[src/rtl/gc_pkg.sv]
`default_nettype none
// ============================================================================
// Module      : gc_pkg
// Description : Shared types and constants for the GameCube controller link.
//               Holds the receiver state encoding, response error codes,
//               standard reply lengths, the decoded poll-reply layout and a
//               saturating counter helper.
// Ports       : none (package)
// Revision    : 1.0 - initial release
// ============================================================================
package gc_pkg;

  typedef enum logic [2:0] {
    RX_IDLE       = 3'd0,
    RX_WAIT_START = 3'd1,
    RX_LOW        = 3'd2,
    RX_HIGH       = 3'd3,
    RX_DONE       = 3'd4,
    RX_ERROR      = 3'd5
  } rx_state_t;

  localparam logic [1:0] GC_ERR_NONE    = 2'd0;
  localparam logic [1:0] GC_ERR_NOSTART = 2'd1;
  localparam logic [1:0] GC_ERR_BITTO   = 2'd2;
  localparam logic [1:0] GC_ERR_FRAME   = 2'd3;

  localparam logic [6:0] GC_PROBE_BITS = 7'd24;
  localparam logic [6:0] GC_POLL_BITS  = 7'd64;

  typedef struct packed {
    logic       start;
    logic       btn_y;
    logic       btn_x;
    logic       btn_b;
    logic       btn_a;
    logic       btn_l;
    logic       btn_r;
    logic       btn_z;
    logic       dpad_up;
    logic       dpad_down;
    logic       dpad_right;
    logic       dpad_left;
    logic [7:0] stick_x;
    logic [7:0] stick_y;
    logic [7:0] cstick_x;
    logic [7:0] cstick_y;
    logic [7:0] trig_l;
    logic [7:0] trig_r;
  } gc_status_t;

  // Poll reply: byte0 = 0,0,0,Start,Y,X,B,A ; byte1 = 1,L,R,Z,Up,Down,Right,Left ;
  // then stick X/Y, C-stick X/Y, analog L, analog R.
  function automatic gc_status_t gc_unpack_status(input logic [63:0] raw);
    gc_status_t s;
    s.start      = raw[60];
    s.btn_y      = raw[59];
    s.btn_x      = raw[58];
    s.btn_b      = raw[57];
    s.btn_a      = raw[56];
    s.btn_l      = raw[54];
    s.btn_r      = raw[53];
    s.btn_z      = raw[52];
    s.dpad_up    = raw[51];
    s.dpad_down  = raw[50];
    s.dpad_right = raw[49];
    s.dpad_left  = raw[48];
    s.stick_x    = raw[47:40];
    s.stick_y    = raw[39:32];
    s.cstick_x   = raw[31:24];
    s.cstick_y   = raw[23:16];
    s.trig_l     = raw[15:8];
    s.trig_r     = raw[7:0];
    return s;
  endfunction

  // Counters stick at all-ones instead of wrapping back to zero.
  function automatic logic [11:0] gc_sat_inc(input logic [11:0] v);
    return (v == 12'hFFF) ? v : v + 12'd1;
  endfunction

endpackage
`default_nettype wire

[src/rtl/gc_line_sync.sv]
`default_nettype none
// ============================================================================
// Module      : gc_line_sync
// Description : Two-flop synchronizer for the asynchronous data line plus a
//               delayed copy for edge detection. All flops preset to 1 so an
//               idle-high line never produces a spurious edge out of reset.
// Ports       : usClock (in)  system clock
//               Reset   (in)  asynchronous active-low reset
//               Line    (in)  raw data-line level
//               Fall    (out) synced level went 1 -> 0 this cycle
//               Rise    (out) synced level went 0 -> 1 this cycle
// Revision    : 1.0 - initial release
// ============================================================================
module gc_line_sync (
  input  logic usClock,
  input  logic Reset,
  input  logic Line,
  output logic Fall,
  output logic Rise
);

  logic r_meta;
  logic r_sync;
  logic r_prev;

  always_ff @(posedge usClock or negedge Reset) begin
    if (!Reset) begin
      r_meta <= 1'b1;
      r_sync <= 1'b1;
      r_prev <= 1'b1;
    end else begin
      r_meta <= Line;
      r_sync <= r_meta;
      r_prev <= r_sync;
    end
  end

  assign Fall =  r_prev & ~r_sync;
  assign Rise = ~r_prev &  r_sync;

endmodule
`default_nettype wire

[src/rtl/gc_response_rx.sv]
`default_nettype none
// ============================================================================
// Module      : gc_response_rx
// Description : Decodes the controller's pulse-width-coded reply (NumBits
//               data bits + stop bit) into a right-aligned parallel word and
//               reports no-start, bit-timeout and framing faults.
// Ports       : usClock   (in)  system clock
//               Reset     (in)  asynchronous active-low reset
//               Arm       (in)  1-cycle start pulse, latches NumBits
//               NumBits   (in)  expected data bits, 0 or >64 means 64
//               Line      (in)  raw data-line level
//               Busy      (out) frame in progress
//               RespData  (out) received bits, first bit = MSB of field
//               RespValid (out) 1-cycle frame-complete pulse
//               RespError (out) error code, held until next Arm
//               BitCount  (out) data bits received so far
// Revision    : 1.0 - initial release
// ============================================================================
module gc_response_rx
  import gc_pkg::*;
#(
  parameter int unsigned CLKS_PER_US      = 1,
  parameter int unsigned START_TIMEOUT_US = 200,
  parameter int unsigned BIT_TIMEOUT_US   = 8,
  parameter int unsigned LOW_MAX_US       = 6
) (
  input  logic        usClock,
  input  logic        Reset,
  input  logic        Arm,
  input  logic [6:0]  NumBits,
  input  logic        Line,
  output logic        Busy,
  output logic [63:0] RespData,
  output logic        RespValid,
  output logic [1:0]  RespError,
  output logic [6:0]  BitCount
);

  localparam logic [11:0] c_start_lim = 12'(START_TIMEOUT_US * CLKS_PER_US);
  localparam logic [11:0] c_bit_lim   = 12'(BIT_TIMEOUT_US * CLKS_PER_US);
  localparam logic [11:0] c_low_max   = 12'(LOW_MAX_US * CLKS_PER_US);
  localparam logic [11:0] c_thresh    = 12'(2 * CLKS_PER_US);

  logic w_fall;
  logic w_rise;

  gc_line_sync u_line_sync (
    .usClock (usClock),
    .Reset   (Reset),
    .Line    (Line),
    .Fall    (w_fall),
    .Rise    (w_rise)
  );

  rx_state_t   r_state, w_state_nxt;
  // One counter serves as start timer, low-run and high-run counter; the
  // states using them are mutually exclusive.
  logic [11:0] r_cnt, w_cnt_nxt;
  logic [6:0]  r_num_bits, w_num_bits_nxt;
  logic [63:0] r_data, w_data_nxt;
  logic [6:0]  r_bit_cnt, w_bit_cnt_nxt;
  logic [1:0]  r_err, w_err_nxt;
  logic        r_busy, r_valid;
  logic [11:0] w_inc;
  logic        w_bit;

  assign w_inc = gc_sat_inc(r_cnt);
  assign w_bit = (r_cnt < c_thresh);   // short low run encodes a 1

  always_comb begin
    w_state_nxt    = r_state;
    w_cnt_nxt      = r_cnt;
    w_num_bits_nxt = r_num_bits;
    w_data_nxt     = r_data;
    w_bit_cnt_nxt  = r_bit_cnt;
    w_err_nxt      = r_err;

    if (Arm) begin
      // Arm in any state restarts cleanly; an aborted frame reports nothing.
      w_num_bits_nxt = (NumBits == 7'd0 || NumBits > 7'd64) ? 7'd64 : NumBits;
      w_data_nxt     = '0;
      w_bit_cnt_nxt  = '0;
      w_err_nxt      = GC_ERR_NONE;
      w_cnt_nxt      = '0;
      w_state_nxt    = RX_WAIT_START;
    end else begin
      case (r_state)
        RX_IDLE: ;
        RX_WAIT_START: begin
          if (w_fall) begin
            w_state_nxt = RX_LOW;
            w_cnt_nxt   = 12'd1;
          end else if (w_inc >= c_start_lim) begin
            w_state_nxt = RX_ERROR;
            w_err_nxt   = GC_ERR_NOSTART;
          end else begin
            w_cnt_nxt = w_inc;
          end
        end
        RX_LOW: begin
          if (w_rise) begin
            if (r_bit_cnt < r_num_bits) begin
              w_data_nxt    = {r_data[62:0], w_bit};
              w_bit_cnt_nxt = r_bit_cnt + 7'd1;
              w_cnt_nxt     = '0;
              w_state_nxt   = RX_HIGH;
            end else if (w_bit) begin
              w_state_nxt = RX_DONE;     // short stop bit
            end else begin
              w_state_nxt = RX_ERROR;
              w_err_nxt   = GC_ERR_FRAME;
            end
          end else if (w_inc > c_low_max) begin
            w_state_nxt = RX_ERROR;
            w_err_nxt   = GC_ERR_FRAME;
          end else begin
            w_cnt_nxt = w_inc;
          end
        end
        RX_HIGH: begin
          if (w_fall) begin
            w_state_nxt = RX_LOW;
            w_cnt_nxt   = 12'd1;
          end else if (w_inc >= c_bit_lim) begin
            w_state_nxt = RX_ERROR;
            w_err_nxt   = GC_ERR_BITTO;
          end else begin
            w_cnt_nxt = w_inc;
          end
        end
        RX_DONE:  w_state_nxt = RX_IDLE;
        RX_ERROR: w_state_nxt = RX_IDLE;
        default:  w_state_nxt = RX_IDLE;
      endcase
    end
  end

  always_ff @(posedge usClock or negedge Reset) begin
    if (!Reset) begin
      r_state    <= RX_IDLE;
      r_cnt      <= '0;
      r_num_bits <= GC_POLL_BITS;
      r_data     <= '0;
      r_bit_cnt  <= '0;
      r_err      <= GC_ERR_NONE;
      r_busy     <= 1'b0;
      r_valid    <= 1'b0;
    end else begin
      r_state    <= w_state_nxt;
      r_cnt      <= w_cnt_nxt;
      r_num_bits <= w_num_bits_nxt;
      r_data     <= w_data_nxt;
      r_bit_cnt  <= w_bit_cnt_nxt;
      r_err      <= w_err_nxt;
      // Busy drops on the same edge that raises Valid or Error.
      r_busy     <= (w_state_nxt == RX_WAIT_START) || (w_state_nxt == RX_LOW) ||
                    (w_state_nxt == RX_HIGH);
      r_valid    <= (w_state_nxt == RX_DONE);
    end
  end

  assign Busy      = r_busy;
  assign RespData  = r_data;
  assign RespValid = r_valid;
  assign RespError = r_err;
  assign BitCount  = r_bit_cnt;

endmodule
`default_nettype wire

[config.mk]
export PLATFORM = sky130hd
export DESIGN_NAME = gc_response_rx
export DESIGN_NICKNAME = d
export VERILOG_FILES = /design/src/rtl/gc_pkg.sv /design/src/rtl/gc_line_sync.sv /design/src/rtl/gc_response_rx.sv
export SDC_FILE = /design/constraint.sdc
export NUM_CORES = 1
export LEC_CHECK = 0
export CELL_PAD_IN_SITES_DETAIL_PLACEMENT = 0
export CELL_PAD_IN_SITES_GLOBAL_PLACEMENT = 2
export CORE_ASPECT_RATIO = 1.75
export CORE_MARGIN = 2
export CORE_UTILIZATION = 28
export DETAILED_ROUTE_END_ITERATION = 8
export PLACE_DENSITY_LB_ADDON = 0.1
export SYNTH_ARGS = -nofsm -noshare
export SYNTH_HDL_FRONTEND = slang
export SYNTH_HIERARCHICAL = 1
export SYNTH_SLANG_ARGS = --single-unit
export TNS_END_PERCENT = 50
[constraint.sdc]
create_clock -name usClock -period 3.1 [get_ports usClock]
set_clock_uncertainty 0.05 [all_clocks]
set_input_delay 0.31 -clock usClock [delete_from_list [all_inputs] [get_ports usClock]]
set_output_delay 0.31 -clock usClock [all_outputs]
set_load 0.03 [all_outputs]
==> results.sh, run 1 <==
export IMPL_hold_path_class="in -> async"
export IMPL_drive_gt1_share_pct=9.05
export IMPL_synthCells=519
export IMPL_critPathMaxFanout=10
export IMPL_syn_nets=538
export IMPL_routed_via_density=4.83
export IMPL_relSlewSlack_pct=60.2
export IMPL_syn_avg_cell_area_um2=8.98
export IMPL_synth_ff_type="dfrtp_1"
export IMPL_met2_length_mm=7.31
export IMPL_ys_ff_latch=100
export IMPL_cp_start_kind="register"
export IMPL_grt_first_pass_wirelength_mm=21.9
export IMPL_crit_chain="nand3_1 > buf_4 > a311o_1 > a211oi_2 > o21a_1 > or3b_4 > a2bb2oi_4 > and2_4 > mux2_2"
export IMPL_critPathKind="reg -> reg"
export IMPL_worst_pin_slew_ps=597
export IMPL_cts_reportedPaths_clkPinSlew_ps=70
export IMPL_antenna_found_initial=0
export IMPL_ys_seq_area_share_pct=53.8
export IMPL_reg2reg_depth=9
export IMPL_coreArea_um2=16400
export IMPL_port_buffers=85
export IMPL_netlist_area_um2=4660
export IMPL_grt_max_degree=101
export IMPL_htree_levels=3
export IMPL_setup_total_negative_slack_ps=0
export IMPL_ant_nets=0
export IMPL_cts_resized=0
export IMPL_fin_crit_ps=2880
export IMPL_netlist_cell_type_count=52
export IMPL_drt_wirelength_per_cell_um=16.1
export IMPL_fin_crit_sh_pct=93.0
export IMPL_met3_length_um=571
export IMPL_clock_latency_ps=340
export IMPL_hold_viol=32
export IMPL_peakVddDrop_v=0.000267
export IMPL_cts_setup_buffers=0
export IMPL_crit_required_ps=3280
export IMPL_nets=622
export IMPL_crit_buf_inv=1
export IMPL_critPathArrivalTime_ps=3070
export IMPL_maxCapViolCount=0
export IMPL_grtUsageTotal_pct=15.7
export IMPL_power_leakage_nw=2.51
export IMPL_start_util_pct=28.5
export IMPL_routed_wl_mm=13.4
export IMPL_crit_cells=9
export IMPL_finalSetupViolCount=0
export IMPL_cts_buffers=9
export IMPL_maxSlewViolCount=0
export IMPL_crit_path_end_kind="register"
export IMPL_gp_congestion=0.858
export IMPL_dpl_hpwl_mm=8.99
export IMPL_power_density_cell_area_nw_per_um2=436
export IMPL_remaining_drc_errors=0
export IMPL_async_reset_ff_share_pct=100
export IMPL_n_antenna_cell=0
export IMPL_cts_path_max_buffers=2
export IMPL_cts_hold_buffers=0
export IMPL_ios=86
export IMPL_die_w_um=102
export IMPL_grt_ovfl_total=0
export IMPL_cts_sinks=100
export IMPL_synth_warnings=6
export IMPL_m1WireLength_mm=5.22
export IMPL_first_pass_iters=4
export IMPL_grt_pass1_vias=4120
export IMPL_routed_via_count=4018
export IMPL_areaGrowthSynthToFinish_pct=32.2
export IMPL_rsz0062_at_grt="no"
export IMPL_critPathTopFamily="compound AO/OA/AOI/OAI gates"
export IMPL_first_iter_violations=213
export IMPL_row_count=62
export IMPL_die_height_um=175
export IMPL_slowest_stage="dfrtp_1"
export IMPL_cts_root_buf="clkbuf_16"
export IMPL_dieArea_um2=17700
export IMPL_violations="hold timing"
export IMPL_final_core_util_pct=37.6
export IMPL_status="finished with violations"
export IMPL_cts_tree="built"
export IMPL_max_freq_mhz=347
export IMPL_cpPeakStageDelay_ps=550
export IMPL_synth_edf_count=0
export IMPL_top_layer_used="met4"
export IMPL_holdWs_ps=-51.0
[kinds of logic (layout without fill, tap and decap cells)]
family / Yosys count / after routing / share of synthesized area (%)
flip-flops: 100 / 100 / 53.8
XOR/XNOR: 9 / 9 / 1.69
adder cells (fa/ha/maj): 8 / 8 / 2.15
buffers and inverters: 50 / 139 / 4.43
AO/OA/AOI/OAI: 126 / 126 / 16.3
AND/OR/NAND/NOR: 224 / 224 / 21.1
multiplexers: 2 / 2 / 0.483
[state kept, by name, indices dropped and copies added (netlist names)]
signal	count
RespError	2
r_num_bits	7
u_line_sync/r_prev	1
RespData	64
BitCount	7
r_cnt	12
r_state	3
RespValid	1
Busy	1
u_line_sync/r_sync	1
u_line_sync/r_meta	1
[power breakdown]
group	total, mW	internal (mW)	switching (mW)
clock network	1.16	0.652	0.509
registers	1.34	1.32	0.0121
logic	0.192	0.0673	0.124
[worst reg2reg max path, cell delays in order (launching register included)]
cell	delay, ps
dfrtp_1	550
nand3_1	180
buf_4	210
a311o_1	280
a211oi_2	230
o21a_1	180
or3b_4	420
a2bb2oi_4	150
and2_4	200
mux2_2	330
[metrics by stage]
| step | power, mW | hold WS [ps] | worst slack (ps) | cells | cell area (µm²) |
|---|---|---|---|---|---|
| floorplan | 1.46 | -35.6 | 221 | 519 | 4660 |
| global placement | 1.56 | 299 | 280 | 816 | 5860 |
| finish | 2.69 | -51.0 | 216 | 832 | 6160 |
| detailed placement | 1.56 | 301 | 240 | 816 | 5860 |
| CTS | 2.74 | 4.47 | 229 | 832 | 6160 |
| global route | 2.81 | 7.69 | 118 | 832 | 6160 |
[layer usage]
layer	vias to the layer above	track usage, %
met4	0	6.02
met3	24	3.40
met2	101	27.1
li1	1930	-
met5	-	0
met1	1963	18.7
[path summary, 6_finish.rpt]
check,slack (ps),start,endpoint
max reg2reg,220,r_cnt[2],r_cnt[1]
max,220,r_cnt[2],r_cnt[1]
max in group asynchronous,2570,Reset,r_state[0]
min in group usClock,240,Arm,r_state[0]
min,-50,Reset,RespData[57]
min reg2reg,310,u_line_sync/r_meta,u_line_sync/r_sync
[cells in the mapped netlist (all sizes together), types with 2 or more instances]
cell type,instances,area [µm²]
o22ai,7,43.8
and3,6,37.5
a211o,3,26.3
and4,4,35.0
buf,10,56.3
o31ai,2,15.0
nand2b,3,18.8
o21ai,11,55.1
o21a,2,15.0
nand4,5,31.3
xor2,5,43.8
xnor2,4,35.0
a22o,2,17.5
a311oi,2,17.5
nor4,2,12.5
nand3,11,55.1
a211oi,3,27.5
ha,8,100
nor2,15,56.3
inv,14,52.6
nor2b,8,50.1
dfrtp,96,2400
dfstp,4,105
mux2,2,22.5
a31oi,8,50.1
nand2,153,574
a21o,3,22.5
a21oi,73,365
nor3,9,45.0
clkbuf,26,97.6
[placed cells by master (no fill, tap or decap), types with 6 or more instances in the layout]
| cell | Yosys | layout |
|---|---|---|
| nand2_1 | 153 | 153 |
| dfrtp_1 | 96 | 96 |
| clkdlybuf4s50_1 | 0 | 83 |
| a21oi_1 | 73 | 73 |
| buf_4 | 1 | 23 |
| nor2_1 | 15 | 15 |
| inv_1 | 14 | 14 |
| o21ai_0 | 11 | 11 |
| nand3_1 | 11 | 10 |
| nor3_1 | 9 | 9 |
| clkbuf_16 | 0 | 9 |
| a31oi_1 | 8 | 8 |
| nor2b_1 | 8 | 8 |
| ha_1 | 8 | 8 |
| o22ai_1 | 7 | 7 |
| and3_1 | 6 | 6 |
[cell type report]
type | instances | area (µm²)
flip-flops and latches | 100 | 2510
inverters | 14 | 52.6
repair buffers | 109 | 1050
well taps | 224 | 280
fillers | 1716 | 10200
multi-input cells | 369 | 1970
clock buffers | 11 | 243
clock inverters | 5 | 60.1
Note: power is estimated with default switching activity, not from simulation.
==> run 2: changes to the inputs <==
GPL_ROUTABILITY_DRIVEN = 0   (was default)
==> results of run 2 <==
Final layout, timing and power as in run 1 (identical DEF).
==> run 3: changes to the inputs <==
TNS_END_PERCENT = 100   (was 50)
==> results of run 3 <==
Final layout, timing and power as in run 1 (identical DEF).
==> RTL edit 1: new RTL, flow settings as in run 3 <==
Register the inputs `Arm`, `NumBits` and `Line` before use. The logic sees them one clock later. Comments in the files are not updated.
--- a/src/rtl/gc_response_rx.sv
+++ b/src/rtl/gc_response_rx.sv
@@ -41,13 +41,23 @@
   localparam logic [11:0] c_low_max   = 12'(LOW_MAX_US * CLKS_PER_US);
   localparam logic [11:0] c_thresh    = 12'(2 * CLKS_PER_US);
 
+  logic Arm_q;
+  logic [6:0] NumBits_q;
+  logic Line_q;
+
+  always_ff @(posedge usClock) begin
+    Arm_q     <= Arm;
+    NumBits_q <= NumBits;
+    Line_q    <= Line;
+  end
+
   logic w_fall;
   logic w_rise;
 
   gc_line_sync u_line_sync (
     .usClock (usClock),
     .Reset   (Reset),
-    .Line    (Line),
+    .Line    (Line_q),
     .Fall    (w_fall),
     .Rise    (w_rise)
   );
@@ -75,9 +85,9 @@
     w_bit_cnt_nxt  = r_bit_cnt;
     w_err_nxt      = r_err;
 
-    if (Arm) begin
+    if (Arm_q) begin
       // Arm in any state restarts cleanly; an aborted frame reports nothing.
-      w_num_bits_nxt = (NumBits == 7'd0 || NumBits > 7'd64) ? 7'd64 : NumBits;
+      w_num_bits_nxt = (NumBits_q == 7'd0 || NumBits_q > 7'd64) ? 7'd64 : NumBits_q;
       w_data_nxt     = '0;
       w_bit_cnt_nxt  = '0;
       w_err_nxt      = GC_ERR_NONE;
Formal check against the unedited RTL: not equivalent (Yosys sat finds a counterexample within 4 cycles, from zero or initial values and one cycle with Reset low).
==> RTL edit 1 against run 3 <==
Sequential cell count increased by 9; synthesized cell count increased by 0.96%; power increased by 4.6%; critical path depth increased by 1; count of clock-buffer cells in the layout decreased by 1; design area increased by 2.5%; setup slack improved by 95 ps; hold slack improved by 310 ps; synthesized area increased by 6.1%; non-clock buffer count decreased by 11; wire length increased by 0.75%.
==> RTL edit 1: results (changes against run 3) <==
- The count of hold buffers inserted by post-cts repair came to 1 (+1).
- Async S/R FF share, synth: 91.7% (-8.3 points)
* Critical R2R Capture: r_cnt[7]
- Grouping stages by cell kind, the critical path spends the most delay in simple AND/OR/NAND/NOR gates.
- The run finished with clean final reports.
- The met3 wire length is 547 microns (-4.2%).
- For this design, the slowest cell found on the critical path is sky130_fd_sc_hd__nor4b_1.
* Source of the critical timing path: r_cnt[0]
- Peak clock frequency supported by timing: 359 MHz (+3.4%)
- The count of multi-input combinational gates came to 366 (-0.81%).
- Global-route wire length before repair: 22.2 mm (+1.2%)
* Sum of net half-perimeters after detailed placement: 9.16 mm (+1.8%)
- The total number of sequential cells came to 109 (+9.0%).
- The via count of the first global-routing pass came to 4207 (+2.1%).
- By count the netlist is led by sky130_fd_sc_hd__nand2_1 (151), sky130_fd_sc_hd__dfrtp_1 (96), sky130_fd_sc_hd__a21oi_1 (74), sky130_fd_sc_hd__clkbuf_1 (22), sky130_fd_sc_hd__nor2_1 (16).
- Startpoint of the worst-slack reg-to-reg timing path: r_cnt[0]
- CP Capture Point: r_cnt[7]
* Post-Route Utilization: 36.3% (-1.3 points)
- Met1 layer usage reported by global route: 16.9% (-1.8 points)
- The worst-case register-to-register setup slack came to 310 ps (+100 ps).
- Fill cell total of the finished layout: 1810 (+5.5%)
- DR iter-0 viols: 200 (-6.1%)
- Met1 Wirelength: 5.50 mm (+5.3%)
- Net Count, Synth: 543 (+0.93%)
- The instance area after placement is 6000 sq um (+2.5%).
- Non-clock inverter instance count of the final layout: 13 (-1)
* Clock-cell share: 4.76% (-0.16 points)
- The portion of the post-synthesis area used by sequential elements is 54.3% (+0.53 points).
* Path category of the worst min-delay check: flip-flop to flip-flop
* Share of layout cells above drive strength 1: 9.47% (+0.42 points)
- The biggest fanout along the worst timing path came to 7 (-3).
- Grt met3 use: 3.05% (-0.35 points)
* R2R cell count: 10 (+1)
* Number of non-clock buffers: 98 (-10%)
- # clk buffers: 10 (-1)
- Final hold slack: 255 ps (+306 ps)
* Most area-consuming cells after synthesis: sky130_fd_sc_hd__dfrtp_1 (49%), sky130_fd_sc_hd__nand2_1 (11%), sky130_fd_sc_hd__a21oi_1 (7.5%)
- Cell variety after synth: 59 (+13%)
- Post-layout instance area: 6310 sq um (+2.5%)
==> RTL edit 1: cell types whose count changed after synthesis, moves of 4 or more <==
cell	delta
sky130_fd_sc_hd__nor2b_1	-5
sky130_fd_sc_hd__a211oi_1	+6
sky130_fd_sc_hd__nor3_1	-4
sky130_fd_sc_hd__clkbuf_1	-4
sky130_fd_sc_hd__dfxtp_1	+9
sky130_fd_sc_hd__nor3b_1	+5
==> RTL edit 1: power by group <==
part | internal, mW | switching [mW]
sequential | 1.44 | 0.0262
clock | 0.590 | 0.586
combinational | 0.0582 | 0.107
total | 2.09 | 0.719
==> RTL edit 1: kinds of logic (layout without fill, tap and decap cells) <==
logic type / count (synthesis) / count (layout) / share of synthesized area [%]
compound gates: 123 / 123 / 16.1
xor+xnor: 6 / 6 / 1.06
fa+ha+maj: 8 / 8 / 2.02
buf+inv: 49 / 127 / 4.93
flops: 109 / 109 / 54.3
mux: 3 / 3 / 0.632
simple gates: 226 / 226 / 21.0
==> RTL edit 2: new RTL, flow settings as in run 3 <==
Without the edit above. Change the parameter `BIT_TIMEOUT_US` from 8 to 6.
--- a/src/rtl/gc_response_rx.sv
+++ b/src/rtl/gc_response_rx.sv
@@ -21,7 +21,7 @@
 #(
   parameter int unsigned CLKS_PER_US      = 1,
   parameter int unsigned START_TIMEOUT_US = 200,
-  parameter int unsigned BIT_TIMEOUT_US   = 8,
+  parameter int unsigned BIT_TIMEOUT_US   = 6,
   parameter int unsigned LOW_MAX_US       = 6
 ) (
   input  logic        usClock,
Formal check against the unedited RTL: no difference found for any inputs over 10 cycles, from zero or initial values and one cycle with Reset low; that may be too few to reach the edited logic, so the function may still have changed.
==> RTL edit 2 against run 3 <==
Wire length up 3.9%; synthesized area up 1.5%; setup slack worse by 71 ps; sequential share of layout area about the same; sequential cell count unchanged; critical path type unchanged; design area up 0.10%; hold slack better by 100 ps.
Power is not compared: it rests on default switching activity, and its combinational part moved more than twofold at a synthesized area within 25%.
==> RTL edit 2: results (changes against run 3) <==
- The overall routing resource usage came to 16.1% (+0.43 points).
- The post-synthesis adder-cell area fraction was 2.12% (-0.032 points).
* Leading register cell type out of synthesis: sky130_fd_sc_hd__dfrtp_1
* Cell variety after synth: 61 (+17%)
- Antenna cells: 0 (unchanged)
- Pin slew with the least headroom to its limit: 956 ps (+359 ps)
- In the post-synthesis netlist, the biggest area contributors are sky130_fd_sc_hd__dfrtp_1 (51%), sky130_fd_sc_hd__nand2_1 (12%), sky130_fd_sc_hd__a21oi_1 (7.5%).
- The wire length on met2 is 7.40 mm (+1.3%).
- VDD IR max: 0.000236 V
- Slowest Stage Delay on Critical Path: 490 ps (-60 ps)
- On the critical path the largest part of the delay comes from compound AO/OA/AOI/OAI gates.
- The tree is rooted in a sky130_fd_sc_hd__clkbuf_16.
- The final HPWL from detailed placement came to 9.51 mm (+5.7%).
- The count of port buffers added during placement came to 85 (unchanged).
- On the critical path, the stage with the largest delay is an instance of sky130_fd_sc_hd__o41a_1.
* Xor and xnor area share after synthesis: 1.48% (-0.21 points)
- CTS buffer count: 9 (unchanged)
* Fill cell total of the finished layout: 1743 (+1.6%)
- Switching share of total power: 29.2%
* Worst Path Max Fanout: 11 (+1)
- Mux cell area share after synthesis: 0.820% (+0.34 points)
- The met3 wire length was 517 microns (-9.5%).
- Leading cell types by count after synthesis: sky130_fd_sc_hd__nand2_1 (150), sky130_fd_sc_hd__dfrtp_1 (96), sky130_fd_sc_hd__a21oi_1 (71), sky130_fd_sc_hd__clkbuf_1 (25), sky130_fd_sc_hd__nor2_1 (22)
- Path category of the worst min-delay check: primary input to async pin
- Worst-skew pair later-pin latency: 350 ps
* Met1 Wirelength: 5.52 mm (+5.7%)
- DR iter-0 viols: 173 (-19%)
- Global-route wire length before repair: 22.6 mm (+3.2%)
- Net total in the final layout: 626 (+0.64%)
- Initial antenna violation count: 0 (unchanged)
- Pin count of the biggest net entering global routing: 73 (-28%)
* Max clock buf depth: 2 (unchanged)
* Warning count from the yosys run: 6 (unchanged)
* Leakage power of the design: 2.51 nW
* Share of the yosys chip area belonging to registers: 53.0% (-0.81 points)
- Compound-Gate Fraction of Synth Area: 16.2% (-0.11 points)
- Post-Place Worst Slack: 99.0 ps (-141 ps)
- The via count of the first global-routing pass came to 4252 (+3.2%).
* Status: finished, final reports clean
- Net Count, Synth: 544 (+1.1%)
* Share of layout cells above drive strength 1: 10.1% (+1.1 points)
- Via count: 4127 (+2.7%)
- CTS H-tree depth: 3 (unchanged)
- The flip-flop count of the largest register, all copies and words added was 64 (unchanged).
- The detailed router used layers up to and including met4.
- The number of search-and-repair iterations in the first detailed-routing pass came to 5 (+1).
- Async S/R FF share, synth: 100% (unchanged)
- After clock tree synthesis, the clock-pin slew on the worst setup and hold paths is 80 ps.
- Post-DR wirelength/cell: 16.7 microns (+3.4%)
==> RTL edit 2: cell types whose count changed after synthesis, sizes merged, moves of 3 or more <==
cell / delta
a21oi: +3
nand4: +4
nor3: -4
nor2: +7
inv: -3
and2: +4
or3: +3
==> RTL edit 2: power groups by stage <==
| stage | Combinational, mW | Sequential, mW | Clock, mW |
|---|---|---|---|
| floorplan | 0.239 | 1.41 | 0 |
| global placement | 0.434 | 1.41 | 0 |
| detailed placement | 0.435 | 1.41 | 0 |
| CTS | 0.437 | 1.38 | 1.16 |
| global route | 0.478 | 1.39 | 1.21 |
| finish | 0.431 | 1.38 | 1.11 |
==> RTL edit 2: path summary, 6_finish.rpt <==
path / from / to / slack, ps / cells after the start
max: r_cnt[1] / r_cnt[5] / 140 / 10
min: Reset / RespData[20] / 50 / 1
max reg2reg: r_cnt[1] / r_cnt[5] / 140 / 10
min reg2reg: u_line_sync/r_meta / u_line_sync/r_sync / 310 / 0
max in group asynchronous: Reset / r_cnt[4] / 2180 / 2
min in group usClock: Arm / RespData[63] / 240 / 2
==> RTL edit 2: per-stage QoR <==
stage          utilization [%]  std cells  instance area, sq um  total power, mW
6_report                  37.5        836                  6170             2.92
5_1_grt                   37.5        836                  6170             3.07
4_1_cts                   37.5        836                  6160             2.98
3_5_place_dp              35.7        820                  5870             1.84
3_3_place_gp              35.7        820                  5870             1.84
2_1_floorplan                -        525                  4730             1.65
==> RTL edit 2: logic make-up (layout without fill, tap and decap cells) <==
group / count (synthesis) / after routing
fa+ha+maj: 8 / 8
compound gates: 126 / 126
xor+xnor: 8 / 8
buf+inv: 45 / 132
flops: 100 / 100
mux: 3 / 3
simple gates: 235 / 235
==> RTL edit 2: final cells by class <==
class	count	area, sq um	area share [%]
inverter	11	41.3	0.670
clock buffer	9	225	3.65
multi-input combinational	380	2050	33.2
tap	224	280	4.54
timing repair buffer	105	996	16.1
sequential	100	2510	40.7
clock inverter	7	67.6	1.10
==> RTL edit 2: routing by layer <==
metal	vias to the layer above	track usage, %
met4	0	7.67
li1	1957	-
met3	33	3.56
met2	93	28.0
met1	2044	18.5
met5	-	0
==> RTL edit 2: worst register-to-register path, cell delays in order, from the launching register on <==
cell	delay, ps
sky130_fd_sc_hd__dfrtp_1	390
sky130_fd_sc_hd__ha_1	300
sky130_fd_sc_hd__nand2_1	140
sky130_fd_sc_hd__o41a_1	490
sky130_fd_sc_hd__mux2i_2	300
sky130_fd_sc_hd__nand4_2	150
sky130_fd_sc_hd__o211ai_1	360
sky130_fd_sc_hd__o32a_1	220
sky130_fd_sc_hd__and2_4	150
sky130_fd_sc_hd__buf_4	200
sky130_fd_sc_hd__o211ai_2	90
==> RTL edit 2: timing repair <==
action	CTS	global route
gates resized for setup	0	1
buffers inserted	0	0
setup endpoints to repair	0	11
